File: config.mk
export PLATFORM = sky130hd
export DESIGN_NAME = fp_accum_initiator
export DESIGN_NICKNAME = d
export VERILOG_FILES = /design/src/rtl/fp_pkg.sv /design/src/rtl/fp_sync_fifo.sv /design/src/rtl/fp_accum_initiator.sv
export SDC_FILE = /design/constraint.sdc
export NUM_CORES = 1
export LEC_CHECK = 0
export CAP_MARGIN = 15
export CORE_ASPECT_RATIO = 1.5
export CORE_MARGIN = 4
export CORE_UTILIZATION = 30
export CTS_CLUSTER_DIAMETER = 50
export CTS_CLUSTER_SIZE = 10
export DETAILED_ROUTE_END_ITERATION = 8
export SYNTH_ARGS = -nofsm -noshare
export SYNTH_HDL_FRONTEND = slang
export SYNTH_SLANG_ARGS = --single-unit
File: constraint.sdc
create_clock -name clk -period 4.7 [get_ports clk]
set_input_delay 0.705 -clock clk [delete_from_list [all_inputs] [get_ports clk]]
set_output_delay 0.705 -clock clk [all_outputs]
set_load 0.03 [all_outputs]
File: src/rtl/fp_pkg.sv
// ============================================================================
// Module : fp_pkg
// Brief  : float32 field layout, FIFO entry format and accumulator FSM states.
// Rev    : 1.0
// ============================================================================
`default_nettype none

package fp_pkg;

  localparam int FP_EXP_W    = 8;
  localparam int FP_MAN_W    = 23;
  localparam int FP_W        = 1 + FP_EXP_W + FP_MAN_W;
  localparam int FP_SIGN_BIT = FP_W - 1;

  localparam logic [FP_W-1:0] FP_ZERO = 32'h0000_0000;

  typedef enum logic [1:0] {
    ST_IDLE    = 2'd0,
    ST_ISSUE   = 2'd1,
    ST_RELEASE = 2'd2,
    ST_EMIT    = 2'd3
  } fsm_state_t;

  typedef struct packed {
    logic            last;
    logic            neg;
    logic [FP_W-1:0] data;
  } entry_t;

  function automatic logic [FP_W-1:0] fp_negate_if(input logic [FP_W-1:0] x,
                                                   input logic            neg);
    return {x[FP_SIGN_BIT] ^ neg, x[FP_SIGN_BIT-1:0]};
  endfunction

endpackage

`default_nettype wire

File: src/rtl/fp_sync_fifo.sv
// ============================================================================
// Module : fp_sync_fifo
// Brief  : Single-clock FIFO with full/empty flags; read data is show-ahead.
// Rev    : 1.0
// ============================================================================
`default_nettype none

module fp_sync_fifo #(
  parameter int WIDTH = 34,
  parameter int DEPTH = 8
) (
  input  logic             clk,
  input  logic             reset,
  input  logic             push_i,
  input  logic [WIDTH-1:0] wr_data_i,
  input  logic             pop_i,
  output logic [WIDTH-1:0] rd_data_o,
  output logic             full_o,
  output logic             empty_o
);

  localparam int AW = $clog2(DEPTH);

  logic [WIDTH-1:0] mem_q [DEPTH];
  logic [AW:0]      wptr_q;
  logic [AW:0]      rptr_q;
  logic             do_push_w;
  logic             do_pop_w;

  assign do_push_w = push_i && !full_o;
  assign do_pop_w  = pop_i && !empty_o;

  // Extra pointer MSB distinguishes full from empty when the indices match.
  assign empty_o   = (wptr_q == rptr_q);
  assign full_o    = (wptr_q[AW] != rptr_q[AW]) &&
                     (wptr_q[AW-1:0] == rptr_q[AW-1:0]);
  assign rd_data_o = mem_q[rptr_q[AW-1:0]];

  always_ff @(posedge clk) begin
    if (reset) begin
      wptr_q <= '0;
      rptr_q <= '0;
    end else begin
      if (do_push_w) wptr_q <= wptr_q + 1'b1;
      if (do_pop_w)  rptr_q <= rptr_q + 1'b1;
    end
  end

  always_ff @(posedge clk) begin
    if (do_push_w) mem_q[wptr_q[AW-1:0]] <= wr_data_i;
  end

endmodule

`default_nettype wire

File: src/rtl/fp_accum_initiator.sv
// ============================================================================
// Module : fp_accum_initiator
// Brief  : Buffers float32 elements and sums each packet through an external
//          add/sub unit. Optional issue/release timeout: FP_CI_TIMEOUT_EN.
// Rev    : 1.0
// ============================================================================
`default_nettype none

module fp_accum_initiator
  import fp_pkg::*;
#(
  parameter int FIFO_DEPTH     = 8,
  parameter int TIMEOUT_CYCLES = 255
) (
  input  logic            clk,
  input  logic            reset,
  input  logic            s_valid,
  output logic            s_ready,
  input  logic [FP_W-1:0] s_data,
  input  logic            s_neg,
  input  logic            s_last,
  output logic            m_valid,
  input  logic            m_ready,
  output logic [FP_W-1:0] m_data,
  output logic            ci_enable,
  output logic [FP_W-1:0] ci_dataa,
  output logic [FP_W-1:0] ci_datab,
  input  logic            ci_done,
  input  logic [FP_W-1:0] ci_result,
  output logic            busy
`ifdef FP_CI_TIMEOUT_EN
  ,
  output logic            err
`endif
);

  fsm_state_t      state_q, state_d;
  logic [FP_W-1:0] acc_q, acc_d;
  logic            last_q, last_d;
  logic            en_q, en_d;
  logic [FP_W-1:0] dataa_q, dataa_d;
  logic [FP_W-1:0] datab_q, datab_d;
  logic            mvalid_q, mvalid_d;

  entry_t          wr_entry_w;
  entry_t          rd_entry_w;
  logic            fifo_full_w;
  logic            fifo_empty_w;
  logic            pop_w;
  logic            timeout_w;

  assign wr_entry_w = '{last: s_last, neg: s_neg, data: s_data};

  fp_sync_fifo #(
    .WIDTH($bits(entry_t)),
    .DEPTH(FIFO_DEPTH)
  ) u_fifo (
    .clk       (clk),
    .reset     (reset),
    .push_i    (s_valid),
    .wr_data_i (wr_entry_w),
    .pop_i     (pop_w),
    .rd_data_o (rd_entry_w),
    .full_o    (fifo_full_w),
    .empty_o   (fifo_empty_w)
  );

  always_comb begin
    state_d = state_q;
    acc_d   = acc_q;
    last_d  = last_q;
    en_d    = en_q;
    dataa_d = dataa_q;
    datab_d = datab_q;
    pop_w   = 1'b0;
    unique case (state_q)
      ST_IDLE: begin
        // A unit still holding done (e.g. after reset) must drop it before we re-enable.
        if (!fifo_empty_w && !ci_done) begin
          pop_w   = 1'b1;
          dataa_d = acc_q;
          datab_d = fp_negate_if(rd_entry_w.data, rd_entry_w.neg);
          last_d  = rd_entry_w.last;
          en_d    = 1'b1;
          state_d = ST_ISSUE;
        end
      end
      ST_ISSUE: begin
        if (ci_done) begin
          acc_d   = ci_result;
          en_d    = 1'b0;
          state_d = ST_RELEASE;
        end else if (timeout_w) begin
          en_d    = 1'b0;
          state_d = last_q ? ST_EMIT : ST_IDLE;
        end
      end
      ST_RELEASE: begin
        if (!ci_done || timeout_w) begin
          state_d = last_q ? ST_EMIT : ST_IDLE;
        end
      end
      ST_EMIT: begin
        if (m_ready) begin
          acc_d   = FP_ZERO;
          state_d = ST_IDLE;
        end
      end
      default: state_d = ST_IDLE;
    endcase
    mvalid_d = (state_d == ST_EMIT);
  end

  always_ff @(posedge clk) begin
    if (reset) begin
      state_q  <= ST_IDLE;
      acc_q    <= FP_ZERO;
      last_q   <= 1'b0;
      en_q     <= 1'b0;
      dataa_q  <= FP_ZERO;
      datab_q  <= FP_ZERO;
      mvalid_q <= 1'b0;
    end else begin
      state_q  <= state_d;
      acc_q    <= acc_d;
      last_q   <= last_d;
      en_q     <= en_d;
      dataa_q  <= dataa_d;
      datab_q  <= datab_d;
      mvalid_q <= mvalid_d;
    end
  end

`ifdef FP_CI_TIMEOUT_EN
  localparam int TMO_W = (TIMEOUT_CYCLES < 2) ? 1 : $clog2(TIMEOUT_CYCLES);

  logic [TMO_W-1:0] tmo_cnt_q;
  logic             err_q;
  logic             waiting_w;

  assign waiting_w = (state_q == ST_ISSUE) || (state_q == ST_RELEASE);
  assign timeout_w = waiting_w && (tmo_cnt_q == TMO_W'(TIMEOUT_CYCLES - 1));

  always_ff @(posedge clk) begin
    if (reset) begin
      tmo_cnt_q <= '0;
      err_q     <= 1'b0;
    end else begin
      if (state_d != state_q) tmo_cnt_q <= '0;
      else if (waiting_w)     tmo_cnt_q <= tmo_cnt_q + 1'b1;
      // Flag only when the timeout branch actually wins over the unit handshake.
      if (timeout_w && ((state_q == ST_ISSUE) ? !ci_done : ci_done)) err_q <= 1'b1;
    end
  end

  assign err = err_q;
`else
  assign timeout_w = 1'b0;
`endif

  assign s_ready   = !fifo_full_w;
  assign busy      = (state_q != ST_IDLE) || !fifo_empty_w;
  assign m_valid   = mvalid_q;
  assign m_data    = acc_q;
  assign ci_enable = en_q;
  assign ci_dataa  = dataa_q;
  assign ci_datab  = datab_q;

endmodule

`default_nettype wire

[Yosys cells after proc, flatten, opt, wreduce, memory -nomap -nowiden]
Memories as Yosys holds them, arrays and structs flattened. A register that Yosys moved wholly into a read port is not among the register bits.
Cells that the tools add are included.
Word-level totals
  output and inout port bits: 100
  flip-flop bits (word level): 109
  memory bits (writable): 272
  word-level logic and storage cells: 56
  input bits: 71
  memories kept: 1
Memories
  u_fifo.mem_q: words 8, width 34, rd ports 1, clocked after Yosys merged registers in 1, wr ports 1, line fp_sync_fifo.sv:24  | logic [WIDTH-1:0] mem_q [DEPTH];
Operators by class
  add/sub/neg operators: 2
  bitwise operators: 1
  reductions and logical operators: 15
  multiplexer cells: 18
  equal/unequal tests: 10
Operator list (number)
  $mux 32: 2
  $pmux 32 s2: 1
  $mux 2: 5
  $add 4x1->4 const B: 2
  $pmux 2 s4: 1
  $eq 2x2->1 const B: 3
  $mux 1: 6
  $mux 3: 2
  $ne 2x2->1 const B: 3
  $reduce_and 3->1: 2
  $reduce_bool 2->1: 3
  $eq 4x4->1: 1
  $logic_and 1x1->1: 4
  $eq 3x3->1: 1
  $logic_not 1->1: 3
  $eq 2x1->1 const B: 1
  $logic_not 2->1: 1
  $pmux 1 s2: 1
  $reduce_and 2->1: 1
  $logic_or 1x1->1: 1
  $ne 1x1->1: 1
  $xor 1x1->1: 1

[Longest topological paths before layout]
  depth after elaboration: 8
  gate-level depth with buffers: 7
  gate-level depth less buffers: 4

[By module]
Synthesis repeated with hierarchy kept, for this count alone.
Second synthesis, totals
  cell total of the unflattened synthesis: 858
  area, all modules: 14557.7 µm²
By module, submodules not included
  fp_sync_fifo: cells an instance 478, sequential area each 8388.0 µm², instances 1, area an instance 11066.9 µm²
  fp_accum_initiator: cells an instance 380, sequential area each 2021.9 µm², instances 1, area an instance 3490.8 µm²

[Worst setup path before layout]
No wires, ideal clock.
  path type: input port to flip-flop
  start: input port s_valid
  end: memory u_fifo.mem_q[0][0] (enable)
  setup slack: 0.570 ns
  path buffers: 0
  library setup time: 0.468 ns
  data required time: 4.232 ns
  arrival: 3.663 ns
  stages: 4
  cells stage by stage: inv_1 a41o_1 or2_2 nor3_1
On the way
  longest elaborated chain between the ends: 3
Ends and longest elaborated chain
  start: declaration: line fp_accum_initiator.sv:17  | input logic s_valid,
  $logic_and 1x1->1: line fp_sync_fifo.sv:30  | assign do_push_w = push_i && !full_o;
  $mux 1: line fp_sync_fifo.sv:50  | if (do_push_w) mem_q[wptr_q[AW-1:0]] <= wr_data_i;
  $mux 1 (implied by the code): line fp_sync_fifo.sv:50
  end: declaration: line fp_sync_fifo.sv:24
Every way passes these cells.

[Worst setup path in the final report]
  start: register u_fifo.wptr_q[0]
  end: output port busy
On the way
  longest elaborated chain between the ends: 3
Ends and longest elaborated chain
  start: declaration: line fp_sync_fifo.sv:25  | logic [AW:0] wptr_q;
  start signal: assignment: line fp_sync_fifo.sv:44  | if (do_push_w) wptr_q <= wptr_q + 1'b1;
  $eq 4x4->1: line fp_sync_fifo.sv:34  | assign empty_o = (wptr_q == rptr_q);
  $logic_not 1->1: line fp_accum_initiator.sv:162  | assign busy = (state_q != ST_IDLE) || !fifo_empty_w;
  $logic_or 1x1->1: line fp_accum_initiator.sv:162
  end: declaration: line fp_accum_initiator.sv:30  | output logic busy
Every way passes these cells.

==> out/results.ini <==
[status]
status = complete, no violations

[logic_synthesis]
synth_top_flop_cell = sky130_fd_sc_hd__edfxtp_1
synthesis.instances = 843
yosys_warnings = 0
synth_top_cell_area_share_pct = 57.08
synthesis.nets = 916
synth_async_sr_flop_share_pct = 0
post-synth-top-count-cell = sky130_fd_sc_hd__edfxtp_1
synth_sequential_area_ratio_pct = 72.75
postSynthRegisterBits = 384
synthTopCellsByArea = sky130_fd_sc_hd__edfxtp_1 57%, sky130_fd_sc_hd__dfxtp_1 16%, sky130_fd_sc_hd__mux4_2 11%, sky130_fd_sc_hd__mux2i_1 2.4%, sky130_fd_sc_hd__a211oi_2 2.1%
synth_top_cell_by_area = sky130_fd_sc_hd__edfxtp_1
post_synth_num_cell_types = 37
number_of_synthesized_flops_with_an_enable_pin = 272
ys_top_cells_by_count = 272 x sky130_fd_sc_hd__edfxtp_1, 112 x sky130_fd_sc_hd__dfxtp_1, 77 x sky130_fd_sc_hd__nor2_1
post_synth.cell_area_avg_um2 = 16.97
netlist_area_um2 = 14310

[drt]
detailedRoute.firstIterationViolations = 358
drcViolationCount = 0
detail_route.wl_per_cell_um = 19.13
route.detailed.vias_per_inst = 4.699
wirelength_um = 31550
drtAntennaViolNets = 0
vias = 7749
drtPass1Iterations = 4

[setup_path]
required_ns = 3.99
gate_family_responsible_for_the_most_delay_along_the_worst_path = simple AND/OR/NAND/NOR gates
worst-path-max-fanout = 10
start_kind = flip-flop
timing.reg2reg.setup_slack_ns = 1.92
worstPathBufferInverterCount = 1
reg2regPathDepth = 5
worst_path_largest_cell_delay_ns = 0.64
timing.critical_path.from = u_fifo.wptr_q[0]
classification_of_the_worst_setup_path = flip-flop to primary output
critPathSlowestCell = sky130_fd_sc_hd__clkdlybuf4s50_1
critPathCaptureType = primary output
r2r-start = u_fifo.wptr_q[0]
crit_path_cell_trace = xnor2_1 > nand3_1 > or4_1 > clkdlybuf4s50_1
worst-endpoint-arrival_ns = 2.62
path_depth = 4

[cells_and_area]
post_layout_nonfiller_instances = 1649
final_nets = 1095
area_growth_synth_to_finish_pct = 25.66
drive_above_1_share_pct = 16.97
final_core_utilization_pct = 38.28
num_antenna_cells = 0

[die]
placeableCoreArea_um2 = 46970
boundaryPins = 171
die-height_um = 275.5
die_w_um = 186.3
rows = 97
initial_utilization_pct = 30.46
die-area_um2 = 51330

[clock_tree]
clock_sink_count = 384
cts_buffers = 46
htree_num_levels = 2
tritoncts = yes
post_cts_buffers = 0
clk_latency_ns = 0.55
ctsHoldBuffers = 0
clock_buffer_depth = 3
cts-resized-gates = 0
cts.reportedPaths.clkPinSlew_ns = 0.05
root_buffer = sky130_fd_sc_hd__clkbuf_16

[min_path]
hold_path.startpoint = ci_dataa[15]
hold_path_class = flip-flop to flip-flop
worst_hold_path.num_cells = 2

[place]
place_congestion = 0.7322
place.port_buffers = 170
cell_total_after_placement = 1567
detailed_placement_wirelength_estimate_um = 19740

[sta]
finalSetupViolCount = 0
tightest_pin_transition_ns = 0.9736
fin_crit_ns = 3.322
clock.fmax_ghz = 0.3011
timing_max_transition_violations_final = 0
report.final.hold_viol_count = 0
finalSetupTns_ns = 0
clock-skew-final_ns = 0.01856
grt_setup_unrepaired = false
finalCritPeriodShare_pct = 70.67
timing.max_slew.rel_slack_pct = 35.09

[power_and_ir_drop]
irDropWorstVdd_mv = 0.2766
total_leakage_power_nw = 5.585
power_per_cell_area_nw_per_um2 = 470.1

[global_routing]
grt-ovfl-total = 0
number_of_antenna_violations_at_the_first_check_in_global_routing = 2
grt_pass1_vias = 8110
grt_pass1_wl_um = 48650
grt_start_max_net_pins = 83
grt_usage_pct = 12.08

[run]
cap_viol_max_count = 0

[sequential cells by signal, indices dropped and copies added, names as in the netlist, named ones only]
name           cells
u_fifo.rptr_q      4
u_fifo.mem_q     272
state_q            2
last_q             1
ci_datab          32
m_valid            1
m_data            32
u_fifo.wptr_q      4
ci_enable          1
ci_dataa          32
[layout make-up]
class                      instances  area [um2]
timing repair buffer             188        1842
multi-input combinational        397        3620
clock inverter                     6       67.56
clock buffer                      75        1270
fill                            4324       28990
inverter                           5       18.77
tap                              594       743.2
sequential                       384       10420
[final timing paths]
path,endpoint
max,busy
min,ci_dataa[15]
max reg2reg,u_fifo.mem_q[1][20]
min reg2reg,ci_dataa[15]
[per-layer routing]
layer,GRT usage [%],part of all wire (%)
met3,2.758,5.4
met1,13.88,39
met5,0,0.086
met4,3.914,2.3
met2,22.37,53
[kinds of logic after synthesis]
group	share of synthesized area [%]
AND/OR/NAND/NOR	4.643
flip-flops	72.75
adder cells (fa/ha/maj)	0.1749
XOR/XNOR	0.6121
multiplexers	13.15
buffers and inverters	2.431
AO/OA/AOI/OAI	6.235
[power breakdown]
part	internal, mW	switching, mW
Sequential	3.80	0.137
Combinational	0.609	0.757
Clock	1.85	1.30
[worst reg2reg max path: stages (launching register included)]
cell and delay (ns):
sky130_fd_sc_hd__dfxtp_1 0.58, sky130_fd_sc_hd__xnor2_1 0.18, sky130_fd_sc_hd__a41o_1 0.35, sky130_fd_sc_hd__or2_2 0.41, sky130_fd_sc_hd__nor2_4 0.49, sky130_fd_sc_hd__buf_4 0.43
[cell usage in the layout (no fill, tap or decap), types with 2 or more instances in the layout]
| cell type | synthesis | final |
|---|---|---|
| sky130_fd_sc_hd__nand3_1 | 4 | 4 |
| sky130_fd_sc_hd__edfxtp_1 | 272 | 272 |
| sky130_fd_sc_hd__or3_1 | 4 | 4 |
| sky130_fd_sc_hd__buf_4 | 7 | 18 |
| sky130_fd_sc_hd__nand2_1 | 68 | 68 |
| sky130_fd_sc_hd__nand2b_1 | 3 | 3 |
| sky130_fd_sc_hd__clkbuf_1 | 24 | 28 |
| sky130_fd_sc_hd__a211oi_2 | 24 | 24 |
| sky130_fd_sc_hd__a22oi_1 | 32 | 32 |
| sky130_fd_sc_hd__dfxtp_1 | 112 | 109 |
| sky130_fd_sc_hd__nor2_4 | 0 | 6 |
| sky130_fd_sc_hd__xnor2_1 | 5 | 5 |
| sky130_fd_sc_hd__a211oi_1 | 9 | 9 |
| sky130_fd_sc_hd__inv_1 | 5 | 5 |
| sky130_fd_sc_hd__a21oi_1 | 42 | 42 |
| sky130_fd_sc_hd__clkdlybuf4s50_1 | 0 | 169 |
| sky130_fd_sc_hd__xor2_1 | 5 | 5 |
| sky130_fd_sc_hd__nor2_1 | 77 | 71 |
| sky130_fd_sc_hd__o21ai_0 | 5 | 5 |
| sky130_fd_sc_hd__ha_1 | 2 | 2 |
| sky130_fd_sc_hd__nor3_2 | 0 | 2 |
| sky130_fd_sc_hd__mux4_2 | 68 | 68 |
| sky130_fd_sc_hd__inv_6 | 0 | 2 |
| sky130_fd_sc_hd__clkbuf_16 | 0 | 46 |
| sky130_fd_sc_hd__mux2i_1 | 35 | 35 |
| sky130_fd_sc_hd__dfxtp_4 | 0 | 2 |
[per-stage QoR]
| stage | setup slack, ns | hold slack [ns] | cell area [um2] | total power, mW |
|---|---|---|---|---|
| finish | 1.378 | 0.4512 | 17980 | 8.451 |
| global route | 1.240 | 0.4750 | 17980 | 8.841 |
| CTS | 1.286 | 0.4533 | 17960 | 8.597 |
| detailed placement | 1.429 | 0.4457 | 16630 | 5.408 |
| global placement | 1.457 | 0.4414 | 16630 | 5.395 |
| floorplan | 0.5698 | 0.4695 | 14310 | 4.943 |
Note: power is estimated with default switching activity, not from simulation.
